===== config.mk =====
export PLATFORM = sky130hd
export DESIGN_NAME = zoled_wave_plotter
export DESIGN_NICKNAME = d
export VERILOG_FILES = /design/src/rtl/zoled_wave_plotter_pkg.sv /design/src/rtl/zoled_wave_plotter_y_to_page.sv /design/src/rtl/zoled_wave_plotter.sv
export SDC_FILE = /design/constraint.sdc
export NUM_CORES = 1
export LEC_CHECK = 0
export CORE_MARGIN = 2
export CORE_UTILIZATION = 55
export DETAILED_ROUTE_END_ITERATION = 6
export HOLD_SLACK_MARGIN = 0.02
export PLACE_DENSITY = 0.8
export SETUP_SLACK_MARGIN = 0.5
export SLEW_MARGIN = 10
export SYNTH_ARGS = -nofsm -noshare
export SYNTH_HDL_FRONTEND = slang
export SYNTH_SLANG_ARGS = --single-unit
export TNS_END_PERCENT = 20

===== constraint.sdc =====
create_clock -name clk_10MHz -period 2.4 [get_ports clk_10MHz]
set_input_delay 0.72 -clock clk_10MHz [delete_from_list [all_inputs] [get_ports clk_10MHz]]
set_output_delay 0.72 -clock clk_10MHz [all_outputs]
set_load 0.005 [all_outputs]

===== src/rtl/zoled_wave_plotter_pkg.sv =====
// Shared definitions for the ZOLED waveform plotter.
// Holds the ZOLED_Module2 command codes and the plotter FSM state encoding
// so the top level, its helpers and the bench all agree on them.
package zoled_wave_plotter_pkg;

  // ZOLED_Module2 command codes.
  // INIT_REGS is 0, so the reset value of oled_cmd is all zeros.
  localparam logic [3:0] CMD_INIT_REGS = 4'h0;
  localparam logic [3:0] CMD_CLS_GRAM  = 4'h1;
  localparam logic [3:0] CMD_WR_GRAM   = 4'h2;

  localparam logic [2:0] PAGE_LAST = 3'd7;

  typedef enum logic [3:0] {
    ST_IDLE  = 4'd0,
    ST_INIT  = 4'd1,
    ST_CLS   = 4'd2,
    ST_WAIT  = 4'd3,
    ST_ERASE = 4'd4,
    ST_DRAW  = 4'd5,
    ST_NEXT  = 4'd6
  } plot_state_e;

endpackage


===== src/rtl/zoled_wave_plotter_y_to_page.sv =====
// zoled_y_to_page: combinational mapping of a 6-bit amplitude to an OLED
// page and the bit mask within that page. y=63 is the top row (page 0, bit 0)
// and y=0 is the bottom row (page 7, bit 7).
// Ports:
//   y_i    [5:0]  amplitude, 0 = bottom row
//   page_o [2:0]  GRAM page 0..7
//   mask_o [7:0]  one-hot row mask within the page
module zoled_y_to_page (
  input  logic [5:0] y_i,
  output logic [2:0] page_o,
  output logic [7:0] mask_o
);

  logic [5:0] row;

  // Screen rows count down from the top, amplitude counts up from the bottom.
  assign row    = 6'd63 - y_i;
  assign page_o = row[5:3];
  assign mask_o = 8'h01 << row[2:0];

endmodule


===== src/rtl/zoled_wave_plotter.sv =====
// zoled_wave_plotter: streams 6-bit samples onto the OLED, one column per
// sample, left to right, wrapping at X_MAX. Brings the panel up (INIT_REGS,
// CLS_GRAM) on start, then optionally blanks each column before drawing it.
// Ports:
//   clk_10MHz, rst_n (async, active-low)
//   start                 1-cycle pulse, honoured only when idle
//   s_valid/s_data/s_ready sample handshake, ready only while waiting
//   oled_en/cmd/data/x/y  command to ZOLED_Module2, oled_done its answer
//   busy, col_x, frame_done, err  status
module zoled_wave_plotter
  import zoled_wave_plotter_pkg::*;
#(
  parameter logic [6:0]  X_MAX        = 7'd127,
  parameter logic        ERASE_EN     = 1'b1,
  parameter logic [19:0] DONE_TIMEOUT = 20'd500000
) (
  input  logic       clk_10MHz,
  input  logic       rst_n,
  input  logic       start,
  input  logic       s_valid,
  input  logic [5:0] s_data,
  output logic       s_ready,
  output logic       oled_en,
  output logic [3:0] oled_cmd,
  output logic [7:0] oled_data,
  output logic [7:0] oled_x,
  output logic [2:0] oled_y,
  input  logic       oled_done,
  output logic       busy,
  output logic [6:0] col_x,
  output logic       frame_done,
  output logic       err
);

  localparam logic [19:0] TMO_LAST = DONE_TIMEOUT - 20'd1;

  plot_state_e state_q, state_d;
  logic        en_q, en_d;
  logic [3:0]  cmd_q, cmd_d;
  logic [7:0]  data_q, data_d;
  logic [7:0]  x_q, x_d;
  logic [2:0]  y_q, y_d;
  logic [19:0] tmo_q, tmo_d;
  logic [2:0]  pg_q, pg_d;
  logic [6:0]  col_q, col_d;
  logic [2:0]  page_q, page_d;
  logic [7:0]  mask_q, mask_d;
  logic        err_q, err_d;
  logic        fd_q, fd_d;

  logic [2:0]  samp_page;
  logic [7:0]  samp_mask;

  zoled_y_to_page u_y_to_page (
    .y_i    (s_data),
    .page_o (samp_page),
    .mask_o (samp_mask)
  );

  always_ff @(posedge clk_10MHz or negedge rst_n) begin
    if (!rst_n) begin
      state_q <= ST_IDLE;
      en_q    <= 1'b0;
      cmd_q   <= CMD_INIT_REGS;
      data_q  <= 8'h00;
      x_q     <= 8'h00;
      y_q     <= 3'd0;
      tmo_q   <= 20'd0;
      pg_q    <= 3'd0;
      col_q   <= 7'd0;
      page_q  <= 3'd0;
      mask_q  <= 8'h00;
      err_q   <= 1'b0;
      fd_q    <= 1'b0;
    end else begin
      state_q <= state_d;
      en_q    <= en_d;
      cmd_q   <= cmd_d;
      data_q  <= data_d;
      x_q     <= x_d;
      y_q     <= y_d;
      tmo_q   <= tmo_d;
      pg_q    <= pg_d;
      col_q   <= col_d;
      page_q  <= page_d;
      mask_q  <= mask_d;
      err_q   <= err_d;
      fd_q    <= fd_d;
    end
  end

  // Command states share one pattern: with en low, load the command and
  // raise en; with en high, wait for done, then drop en and advance. The
  // drop-then-raise sequence guarantees a low cycle between commands.
  always_comb begin
    state_d = state_q;
    en_d    = en_q;
    cmd_d   = cmd_q;
    data_d  = data_q;
    x_d     = x_q;
    y_d     = y_q;
    tmo_d   = tmo_q;
    pg_d    = pg_q;
    col_d   = col_q;
    page_d  = page_q;
    mask_d  = mask_q;
    err_d   = err_q;
    fd_d    = 1'b0;

    if (en_q) begin
      if (oled_done) begin
        en_d  = 1'b0;
        tmo_d = 20'd0;
      end else if (tmo_q == TMO_LAST) begin
        // Panel stopped answering: abandon the command and park idle.
        en_d    = 1'b0;
        tmo_d   = 20'd0;
        err_d   = 1'b1;
        pg_d    = 3'd0;
        state_d = ST_IDLE;
      end else begin
        tmo_d = tmo_q + 20'd1;
      end
    end

    case (state_q)
      ST_IDLE: begin
        if (start) begin
          err_d   = 1'b0;
          col_d   = 7'd0;
          state_d = ST_INIT;
        end
      end
      ST_INIT: begin
        if (!en_q) begin
          en_d   = 1'b1;
          cmd_d  = CMD_INIT_REGS;
          data_d = 8'h00;
          x_d    = 8'h00;
          y_d    = 3'd0;
        end else if (oled_done) begin
          state_d = ST_CLS;
        end
      end
      ST_CLS: begin
        if (!en_q) begin
          en_d   = 1'b1;
          cmd_d  = CMD_CLS_GRAM;
          data_d = 8'h00;
          x_d    = 8'h00;
          y_d    = 3'd0;
        end else if (oled_done) begin
          state_d = ST_WAIT;
        end
      end
      ST_WAIT: begin
        if (s_valid) begin
          page_d  = samp_page;
          mask_d  = samp_mask;
          pg_d    = 3'd0;
          state_d = ERASE_EN ? ST_ERASE : ST_DRAW;
        end
      end
      ST_ERASE: begin
        if (!en_q) begin
          en_d   = 1'b1;
          cmd_d  = CMD_WR_GRAM;
          data_d = 8'h00;
          x_d    = {1'b0, col_q};
          y_d    = pg_q;
        end else if (oled_done) begin
          if (pg_q == PAGE_LAST) begin
            pg_d    = 3'd0;
            state_d = ST_DRAW;
          end else begin
            pg_d = pg_q + 3'd1;
          end
        end
      end
      ST_DRAW: begin
        if (!en_q) begin
          en_d   = 1'b1;
          cmd_d  = CMD_WR_GRAM;
          data_d = mask_q;
          x_d    = {1'b0, col_q};
          y_d    = page_q;
        end else if (oled_done) begin
          state_d = ST_NEXT;
        end
      end
      ST_NEXT: begin
        if (col_q == X_MAX) begin
          col_d = 7'd0;
          fd_d  = 1'b1;
        end else begin
          col_d = col_q + 7'd1;
        end
        state_d = ST_WAIT;
      end
      default: state_d = ST_IDLE;
    endcase
  end

  assign s_ready    = (state_q == ST_WAIT);
  assign busy       = (state_q != ST_IDLE);
  assign oled_en    = en_q;
  assign oled_cmd   = cmd_q;
  assign oled_data  = data_q;
  assign oled_x     = x_q;
  assign oled_y     = y_q;
  assign col_x      = col_q;
  assign frame_done = fd_q;
  assign err        = err_q;

endmodule


Word level (Yosys, flattened, before mapping). Index checks and enable logic that the tools add are counted.

Add/sub/neg operators: 4. $mul: 0. Div/mod/pow operators: 0. Magnitude comparators: 0. Equal/unequal tests: 17. Shifts and indexed selects: 1. Multiplexer cells: 53. Bitwise operators: 0. Reductions and logical operators: 17.

Operator list (count): 4-bit two-way mux (17); 20-bit two-way mux (2); 8-bit case mux with 2 select lines (2); 3-bit two-way mux (10); 4-bit case mux with 7 select lines (1); 8-bit two-way mux (3); 20-bit by 1-bit adder with 20-bit output (second input constant) (1); 20-bit by 19-bit == test with 1-bit output (second input constant) (1); 2-bit inequality test (second input constant) (8); 7-bit two-way mux (2); 7-bit case mux with 2 select lines (1); 4-bit by 3-bit == test with 1-bit output (second input constant) (3); 1-bit two-way mux (12); 4-bit case mux with 3 select lines (1); 3-bit case mux with 3 select lines (1); 4-bit by 2-bit == test with 1-bit output (second input constant) (2); 4-bit AND reduction (2); 1-bit by 3-bit << shifter with 8-bit output (first input constant) (1); 7-bit by 1-bit adder with 7-bit output (second input constant) (1); 7-bit == test (second input constant) (1); 3-bit case mux with 2 select lines (1); 3-bit AND reduction (2); 2-bit nonzero test (3); 3-bit nonzero test (2); other kinds (10) (12).

Register bits: 71. Latch bits: 0. Memory bits (writable): 0. Memory bits (read-only): 0. Input port bits: 11. Output and inout bits: 35. Word-level logic and storage cells: 105. Memories kept: 0.

Longest topological paths before layout. Gate-level depths: netlist (run 1).

Depth in word-level cells: 8. Depth in mapped cells: 7.

Modules after synthesis. Synthesis (run 1) repeated with hierarchy kept, for this count alone.

Cell total of the unflattened synthesis: 350. Area total of the unflattened synthesis: 3387.0 µm².

Modules (own cells, without submodules): zoled_wave_plotter (times used 1, cells each 339, area an instance 3310.7 µm², seq. area each 1701.6 µm²); zoled_y_to_page (times used 1, cells each 11, area an instance 76.3 µm², seq. area each 0.0 µm²).

Worst setup path before layout (run 1). OpenSTA, ideal clock, no wires.

Path type: register -> register. Start point: register tmo_q[14]. End point: register tmo_q[14]. Setup time: 0.118 ns. Data arrival time: 1.792 ns. Required time: 2.282 ns. Path slack: 0.490 ns. Stages on the path, launching flop included: 7. Clock period less this slack: 1.910 ns. Cells stage by stage: dfrtp_1 or4_4 nor4_4 a31o_4 buf_12 o21ai_2 a21o_1.

Word-level cells in the longest chain between the ends: 3. Elaborated cells on any way between the ends: 4. Classes of those cells: add/sub: 1; eq/ne: 1; mux: 2.

Ends and longest elaborated chain: start: declaration (RTL line zoled_wave_plotter.sv:43) `logic [19:0] tmo_q, tmo_d;`; start signal: assignment (RTL line zoled_wave_plotter.sv:82) `tmo_q <= tmo_d;`; 20-bit by 1-bit adder with 20-bit output / 20-bit by 19-bit == test with 1-bit output (equally long branches) (RTL line zoled_wave_plotter.sv:122, zoled_wave_plotter.sv:114); 20-bit two-way mux * (RTL line zoled_wave_plotter.sv:114) `end else if (tmo_q == TMO_LAST) begin`; 20-bit two-way mux * (RTL line zoled_wave_plotter.sv:111) `if (oled_done) begin`.

Every way passes the cells marked *; elsewhere a longest branch is shown, timed or not. A chain may end at the register's enable or synchronous reset.

Final worst setup path (run 1).
Start point: register state_q[0]. End point: output busy.

Word-level cells in the longest chain between the ends: 1.

Ends and longest elaborated chain: start: declaration (RTL line zoled_wave_plotter.sv:37) `plot_state_e state_q, state_d;`; start signal: assignment (RTL line zoled_wave_plotter.sv:76) `state_q <= state_d;`; 4-bit nonzero test (RTL line zoled_wave_plotter.sv:205) `assign busy = (state_q != ST_IDLE);`; end: declaration (RTL line zoled_wave_plotter.sv:29) `output logic busy,`.

Every way passes these cells.

==> results of run 1 <==
-- synthesized netlist by cell type (3+ instances only) --
cell type / count
a21o_1: 7
a21oi_1: 3
a22o_1: 9
and3_1: 14
buf_4: 3
clkbuf_1: 10
dfrtp_1: 68
ha_1: 4
inv_1: 12
mux2i_1: 5
nand2_1: 49
nand2b_1: 6
nand3_1: 27
nor2_1: 15
nor2b_1: 4
nor3_1: 5
nor4_1: 4
o21ai_0: 42
o21ai_2: 3
o22ai_1: 6
o2bb2ai_1: 4
o31ai_1: 5
o41ai_1: 4
or3_1: 7
-- area by class of cell --
| class | instances | share of cell area [%] |
|---|---|---|
| clock buffer | 11 | 2.91 |
| clock inverter | 5 | 0.833 |
| inverter | 12 | 0.999 |
| multi-input combinational | 264 | 39.0 |
| sequential | 68 | 38.0 |
| tap | 75 | 2.08 |
| timing repair buffer | 79 | 16.2 |
-- report_power, final --
group	leakage [uW]	switching [uW]	total (uW)	internal (uW)
clock network	0.0000799	461	840	379
logic	0.00105	295	532	237
registers	0.000912	85.6	1300	1210
-- state kept, by name, summed over array words and instances, names as in the netlist --
name and flops:
oled_y 3, oled_x 7, err 1, state_q 4, pg_q 3, col_x 7, page_q 3, frame_done 1
mask_q 8, oled_en 1, oled_cmd 2, oled_data 8, tmo_q 20
-- worst max-delay path, cell delays in order, from the launching register on --
cell and delay, ns:
dfrtp_1 0.43, inv_2 0.09, nand2_2 0.06, or3_1 0.29, buf_2 0.13
-- stage by stage --
step,power (uW),hold slack (ns),utilization (%),instance area (um2),std cells
after global routing,2810,0.404,75.7,4510,514
after detailed placement,1700,0.469,66.0,3930,471
final,2670,0.385,75.7,4510,514
after CTS,2610,0.394,73.2,4360,507
after floorplan,1570,0.424,-,3420,359
after global placement,1680,0.457,66.0,3930,471
-- final timing paths --
path / endpoint / slack (ns) / cells after the start
worst max-delay path: busy / 0.33 / 4
worst min-delay path: col_x[6] / 0.39 / 2
worst max register to register: tmo_q[8] / 0.36 / 7
worst min register to register: oled_data[0] / 0.48 / 2
max in group asynchronous: tmo_q[12] / 1.62 / 2
min in group clk_10MHz: oled_data[0] / 0.48 / 2
-- per-layer routing --
metal	share of wire, %	vias to the layer above	routed length, um	track usage (%)
met3	5.6	28	490	7.07
met5	0	-	0	0
met1	43	1518	3720	36.3
met2	49	124	4250	43.6
li1	-	1459	-	-
met4	3.1	0	271	9.84
-- kinds of logic (layout without fill, tap and decap cells) --
logic type      count (synthesis)  in the layout
mux                             6              6
simple gates                  150            150
other cells                     1              4
fa+ha+maj                       4              4
buf+inv                        30            107
flops                          68             68
compound gates                 97            100
-- timing repair --
item                       CTS  global route
hold endpoints to repair     0             0
setup endpoints to repair   61            83
resized for setup           42            25
cloned                       3             0
pin swaps                   17            14
buffers inserted            17             7
hold buffers                 0             0
==> flow_summary.toml, run 1 <==
[place]
place_ws_ns = 0.0466
detailed_place_hpwl_um = 5250
routabilityCongestion = 0.885
port-buffer-count = 42

[power]
p_per_area_nw_per_um2 = 592
power_leakage_uw = 0.00204
worst_ir_drop_vdd_uv = 437

[sta]
fin_ws_ns = 0.327
max_slew.worst_pin.slew_ns = 0.506
post-route-min-period_ns = 2.07
max_slew_margin_pct = 66.2
finalCritPeriodShare_pct = 86.4
fmax_ghz = 0.482
tns_ns = 0
report.final.hold_viol_count = 0
fin_skew_ns = 0.0108
slew_violations = 0
rsz0062_at_grt = "true"
finalSetupViolations = 0

[logic_synthesis]
synth.area.mux_share_pct = 1.80
synth-compound-area-share_pct = 18.9
synth_xor_area_share_pct = 0
synthSimpleGateAreaFrac_pct = 23.3
ys_warn_count = 0
synth_area_um2 = 3400
ys.flop_type = "dfrtp_1"
ys_ff_latch = 68
yosys.area.top_type_share_pct = 50.0
syn_inst = 356
async_reset_ff_share_pct = 100
synth_top_family_by_area = "simple AND/OR/NAND/NOR gates"
synth-edff-count = 0
synth_adder_area_share_pct = 1.47
synth.largest_area_cell = "dfrtp_1"
yosysUniqueCellTypes = 56
yosys-top-cells-area = "dfrtp_1, o21ai_0, nand2_1"
synth_seq_area_share_pct = 50.0
avgSynthCellArea_um2 = 9.56

[cells_and_area]
antennaDiodeCount = 0
syn2layout_area_growth_pct = 32.5
final_common_cell = "dfrtp_1"
layout-drive-gt1-share_pct = 22.8
seq_area_um2 = 1710
nNetsFinal = 449
multiInputGateArea_um2 = 1760
most-common-layout-cells = "dfrtp_1, nand2_1, clkdlybuf4s50_1"
nFillCells = 426

[die]
die-area_um2 = 6830
die_y_um = 82.7
rows = 28
io_pins = 46
core_um2 = 5960
start_util_pct = 57.1
die_x_um = 82.7

[status]
status = "finished clean"

[worst_setup_path]
cp_max_fo = 3
crit_type = "flip-flop to primary output"
cp-startpoint = "state_q[0]"
cp-start-kind = "flip-flop"
end_kind = "primary output"
worstReg2RegStart = "tmo_q[12]"
cp.required_ns = 1.68
critPathArrivalTime_ns = 1.35

[detailed_routing]
drtIter0Drc = 213
wl_per_cell_um = 17.0
routed_via_density = 6.09
via_count = 3129
route.detailed.drc = 0
ant_nets = 0
totalWireLength_um = 8730
drtPass1Iterations = 6

[clock_network]
clkLatencyLatePin_ns = 0.35
h-tree-depth = 3
cts_buffer_depth = 2
cts_root_buffer = "clkbuf_8"
cts_inserted_buffers = 9
cts_tree = "built"
path_clk_slew_ns = 0.08
cts_sinks = 68

[global_routing]
antenna_found_initial = 0
grt_usage_pct = 27.4
grt_pass1_vias = 2887
grt.overflow.total = 0
grt_max_degree = 39
grt_pass1_wl_um = 14000

[job]
maxCapViolations = 0

[min_path]
hold_class = "primary input to asynchronous set/reset pin"
Power figures use the tool's default switching activity.
==> run 2: changes to the inputs <==
Settings changed: CORE_UTILIZATION 55 to 35, PLACE_DENSITY 0.8 to unset.
Clock period 2.4 ns to 1.9 ns, I/O delays scaled along.
==> flow_summary.toml, run 2 (synthesized netlist as in run 1, its figures left out) <==
[status]
status = "finished, violations left"
violations = "negative setup slack"

[die]
start_util_pct = 36.5
die-area_um2 = 10500
die_x_um = 103
io_pins = 46
rows = 35
core_um2 = 9330
die_y_um = 103

[global_routing]
grt_max_degree = 27
antenna_found_initial = 0
grt_usage_pct = 17.3
grt_pass1_wl_um = 14200
grt_pass1_vias = 2950
grt.overflow.total = 0

[sta]
fin_skew_ns = 0.0162
rsz0062_at_grt = "true"
post-route-min-period_ns = 1.98
fmax_ghz = 0.506
report.final.hold_viol_count = 0
finalCritPeriodShare_pct = 104
max_slew.worst_pin.slew_ns = 0.534
finalSetupViolations = 19
fin_ws_ns = -0.0781
slew_violations = 0
whs_ns = 0.183
max_slew_margin_pct = 64.4
tns_ns = -0.765

[worst_setup_path]
cp_max_fo = 5
cp.required_ns = 2.14
crit_type = "flip-flop to flip-flop"
end_kind = "flip-flop"
critPathArrivalTime_ns = 2.22
cp-start-kind = "flip-flop"

[detailed_routing]
ant_nets = 0
drtIter0Drc = 99
wl_per_cell_um = 14.6
totalWireLength_um = 8560
route.detailed.drc = 0
drtPass1Iterations = 4
via_count = 3027
routed_via_density = 5.17

[cells_and_area]
nFillCells = 869
largest_register_ffs = 20
regMostFlops = "tmo_q"
final_common_cell = "dfrtp_1"
post-route-util_pct = 51.4
nNetsFinal = 468
layout-drive-gt1-share_pct = 36.5
most-common-layout-cells = "dfrtp_1, nand2_1, buf_4"
antennaDiodeCount = 0
syn2layout_area_growth_pct = 40.9

[clock_network]
cts_sinks = 68
clkLatencyLatePin_ns = 0.36
cts_buffer_depth = 2
path_clk_slew_ns = 0.09
h-tree-depth = 3
cts_root_buffer = "clkbuf_8"
cts_inserted_buffers = 9
cts_tree = "built"

[min_path]
hold_class = "primary input to asynchronous set/reset pin"

[place]
detailed_place_hpwl_um = 5780
port-buffer-count = 42
routabilityCongestion = 0.848

[power]
total_power_uw = 3680
worst_ir_drop_vdd_uv = 490
power_leakage_uw = 0.00222
p_per_area_nw_per_um2 = 767

[job]
maxCapViolations = 0
[run 2: changes by cell type in the layout (fill, tap and decap cells not counted), moves of 4 or more]
cell | previous run | this run
clkdlybuf4s50_1 | 35 | 8
buf_2 | 3 | 29
o21ai_1 | 4 | 24
o21ai_0 | 32 | 13
buf_6 | 4 | 16
nand2_1 | 48 | 39
nand2_2 | 1 | 10
buf_4 | 31 | 38
dfrtp_1 | 60 | 64
dfrtp_2 | 8 | 4
[run 2: power breakdown]
part | switching, uW | internal (uW) | leakage, uW
sequential | 81.6 | 1530 | 0.000918
combinational | 389 | 347 | 0.00121
clock | 603 | 731 | 0.0000936
total | 1070 | 2610 | 0.00222
[run 2: layer usage]
metal	global-route usage, %	vias to the layer above	wire length [um]
met5	0	-	0
met4	7.49	0	153
met3	2.92	15	378
met2	26.1	69	3920
met1	24.7	1448	4110
li1	-	1495	-
[run 2: what timing repair did]
item	4_1_cts	5_1_grt
setup buffers	9	3
gates resized for setup	193	43
gates cloned	2	0
pin swaps	45	34
hold buffers	0	0
setup endpoints to repair	89	89
[run 2: layout make-up]
type / instances / area (um2) / share of cell area [%]
clock buffers: 9 / 124 / 2.58
clock inverters: 6 / 90.1 / 1.88
inverters: 12 / 45.0 / 0.939
multi-input cells: 263 / 1840 / 38.3
flip-flops and latches: 68 / 1710 / 35.6
well taps: 129 / 161 / 3.37
repair buffers: 99 / 833 / 17.4
[run 2: stage by stage]
| stage | instance area [um2] | std cells | worst slack [ns] |
|---|---|---|---|
| 2_1_floorplan | 3420 | 359 | 0.0248 |
| 3_3_place_gp | 4300 | 557 | -0.245 |
| 3_5_place_dp | 4300 | 557 | -0.289 |
| 4_1_cts | 4600 | 583 | -0.0483 |
| 5_1_grt | 4800 | 586 | -0.128 |
| 6_report | 4800 | 586 | -0.0781 |
[run 2: final timing paths]
kind | startpoint | endpoint | slack (ns) | cells after the start
hold reg to reg | page_q[1] | page_q[1] | 0.49 | 2
setup reg to reg | tmo_q[19] | tmo_q[13] | -0.08 | 7
setup / recovery | tmo_q[19] | tmo_q[13] | -0.08 | 7
hold / removal | rst_n | tmo_q[17] | 0.18 | 1
min in group clk_10MHz | page_q[1] | page_q[1] | 0.49 | 2
max in group asynchronous | rst_n | mask_q[4] | 1.22 | 2
[run 2: critical path: stages, from the launching register on]
cell and delay (ns):
dfrtp_1 0.39, or4_4 0.55, nor4_4 0.24, buf_6 0.17
a31o_4 0.20, buf_4 0.12, o21ai_1 0.07, o2bb2ai_1 0.13
==> run 3: changes to the inputs <==
--- a/config.mk
+++ b/config.mk
@@ -9,2 +9,3 @@
 export CORE_UTILIZATION = 35
+export CTS_CLUSTER_DIAMETER = 60
 export DETAILED_ROUTE_END_ITERATION = 6
==> constraint.sdc (replaced) <==
create_clock -name clk_10MHz -period 1.9 [get_ports clk_10MHz]
set_input_delay 0.38 -clock clk_10MHz [delete_from_list [all_inputs] [get_ports clk_10MHz]]
set_output_delay 0.38 -clock clk_10MHz [all_outputs]
set_load 0.005 [all_outputs]
==> flow_summary.toml, run 3 (synthesized netlist as in run 1, its figures left out) <==
[status]
status = "finished, violations left"
violations = "negative setup slack"

[sta]
whs_ns = 0.0288
finalCritPeriodShare_pct = 104
fmax_ghz = 0.505
post-route-min-period_ns = 1.98
report.final.hold_viol_count = 0
fin_skew_ns = 0.0145
finalSetupViolations = 23
max_slew.worst_pin.slew_ns = 0.558
max_slew_margin_pct = 62.8
rsz0062_at_grt = "true"
fin_ws_ns = -0.0783
slew_violations = 0

[cells_and_area]
post-route-util_pct = 51.3
final_common_cell = "dfrtp_1"
syn2layout_area_growth_pct = 40.6
seq_area_um2 = 1710
layout-drive-gt1-share_pct = 29.2
nFillCells = 822
largest_register_ffs = 20
multiInputGateArea_um2 = 1840
regMostFlops = "tmo_q"
nNetsFinal = 458
antennaDiodeCount = 0
most-common-layout-cells = "dfrtp_1, nand2_1, buf_4"

[power]
worst_ir_drop_vdd_uv = 460
combPwrFrac_pct = 19.4
clkPwrFrac_pct = 36.1
power_leakage_uw = 0.00222
p_int_uw = 2610
netSwitchingPower_uw = 1080
p_per_area_nw_per_um2 = 770
swShare_pct = 29.2
seqPwrFrac_pct = 44.5

[detailed_routing]
wl_per_cell_um = 15.1
totalWireLength_um = 8710
drtIter0Drc = 145
ant_nets = 0
via_count = 3059
route.detailed.drc = 0
routed_via_density = 5.30
drtPass1Iterations = 4

[clock_network]
h-tree-depth = 3
path_clk_slew_ns = 0.09
cts_hold_buf = 0
cts_buffer_depth = 2
cts_inserted_buffers = 9
clkLatencyLatePin_ns = 0.33
cts_sinks = 68
cts_root_buffer = "clkbuf_8"
cts_tree = "built"

[global_routing]
grt_max_degree = 27
grt.overflow.total = 0
grt_pass1_vias = 2932
grt_pass1_wl_um = 14300
antenna_found_initial = 0
grt_usage_pct = 17.1

[worst_setup_path]
critical_path.slowest_cell = "or4b_4"
critical-path-max-stage-delay_ns = 0.55
path_cells = "or4b_4, nor4_4, buf_4, nand3_4, nor2_4, buf_6, o22ai_1"
cp-start-kind = "flip-flop"
critical-path-top-delay-family = "simple AND/OR/NAND/NOR gates"
crit_buf_inv = 2
end_kind = "flip-flop"
crit_type = "flip-flop to flip-flop"
critPathArrivalTime_ns = 2.19
cp.required_ns = 2.11
cp_max_fo = 7

[job]
maxCapViolations = 0

[die]
die_x_um = 103
die-area_um2 = 10500
io_pins = 46
core_um2 = 9330
start_util_pct = 36.5
die_y_um = 103
rows = 35

[min_path]
hold_class = "primary input to asynchronous set/reset pin"

[place]
detailed_place_hpwl_um = 5600
routabilityCongestion = 0.848
port-buffer-count = 42
## run 3: changes by cell type in the layout (fill, tap and decap cells not counted), moves of 3 or more
cell / change
o21ai_1: -8
buf_6: -6
clkinvlp_4: -4
o21ai_0: +6
clkdlybuf4s50_1: +3
buf_2: -24
clkdlybuf4s15_1: +6
o41ai_1: +3
dlygate4sd2_1: +18
buf_4: -6
## run 3: area by class of cell
type                       instances  share of cell area, %
multi-input combinational        263                   38.4
sequential                        68                   35.6
timing repair buffer              89                   17.2
tap                              129                   3.37
clock buffer                      10                   2.67
clock inverter                     6                   1.83
inverter                          12                  0.941
## run 3: through the flow
step / instances / total power, uW / TNS (ns) / setup slack (ns) / instance area (um2)
6_report: 577 / 3680 / -1.03 / -0.0783 / 4790
5_1_grt: 577 / 3840 / -2.24 / -0.125 / 4790
4_1_cts: 576 / 3660 / -0.591 / -0.0523 / 4650
3_5_place_dp: 548 / 2230 / -1.06 / -0.0939 / 4210
3_3_place_gp: 548 / 2220 / -0.505 / -0.0676 / 4210
2_1_floorplan: 359 / 1980 / 0 / 0.0248 / 3420
## run 3: power by group through the flow
stage                     combinational, uW  sequential, uW  clock [uW]
final                                   715            1640        1330
after detailed placement                578            1650           0
after global placement                  573            1650           0
after CTS                               665            1630        1360
after global routing                    784            1650        1410
after floorplan                         349            1630           0
## run 3: worst register-to-register path: stages (launching register included)
cell     delay (ns)
dfrtp_1        0.38
or4b_4         0.55
nor4_4         0.29
buf_4          0.20
nand3_4        0.08
nor2_4         0.12
buf_6          0.14
o22ai_1        0.09
## run 3: path summary, 6_finish.rpt
path | to | slack (ns) | depth (start not counted) | from
setup / recovery | pg_q[1] | -0.08 | 7 | tmo_q[12]
hold / removal | oled_x[6] | 0.03 | 1 | rst_n
setup reg to reg | pg_q[1] | -0.08 | 7 | tmo_q[12]
hold reg to reg | oled_data[1] | 0.48 | 2 | oled_data[1]
max in group asynchronous | oled_en | 1.32 | 2 | rst_n
min in group clk_10MHz | oled_data[1] | 0.48 | 2 | oled_data[1]
## run 3: what timing repair did
item / 4_1_cts / 5_1_grt
gates cloned: 2 / 0
buffers inserted: 10 / 1
setup endpoints to repair: 98 / 78
gates resized for setup: 117 / 33
pin swaps: 45 / 23
hold endpoints to repair: 0 / 0
## run 3: layer usage
| layer | vias to the layer above | global-route usage [%] | part of all wire (%) |
|---|---|---|---|
| li1 | 1473 | - | - |
| met1 | 1501 | 23.9 | 48 |
| met2 | 75 | 27.0 | 48 |
| met3 | 10 | 3.25 | 3.8 |
| met4 | 0 | 4.82 | 0.98 |
| met5 | - | 0 | 0 |
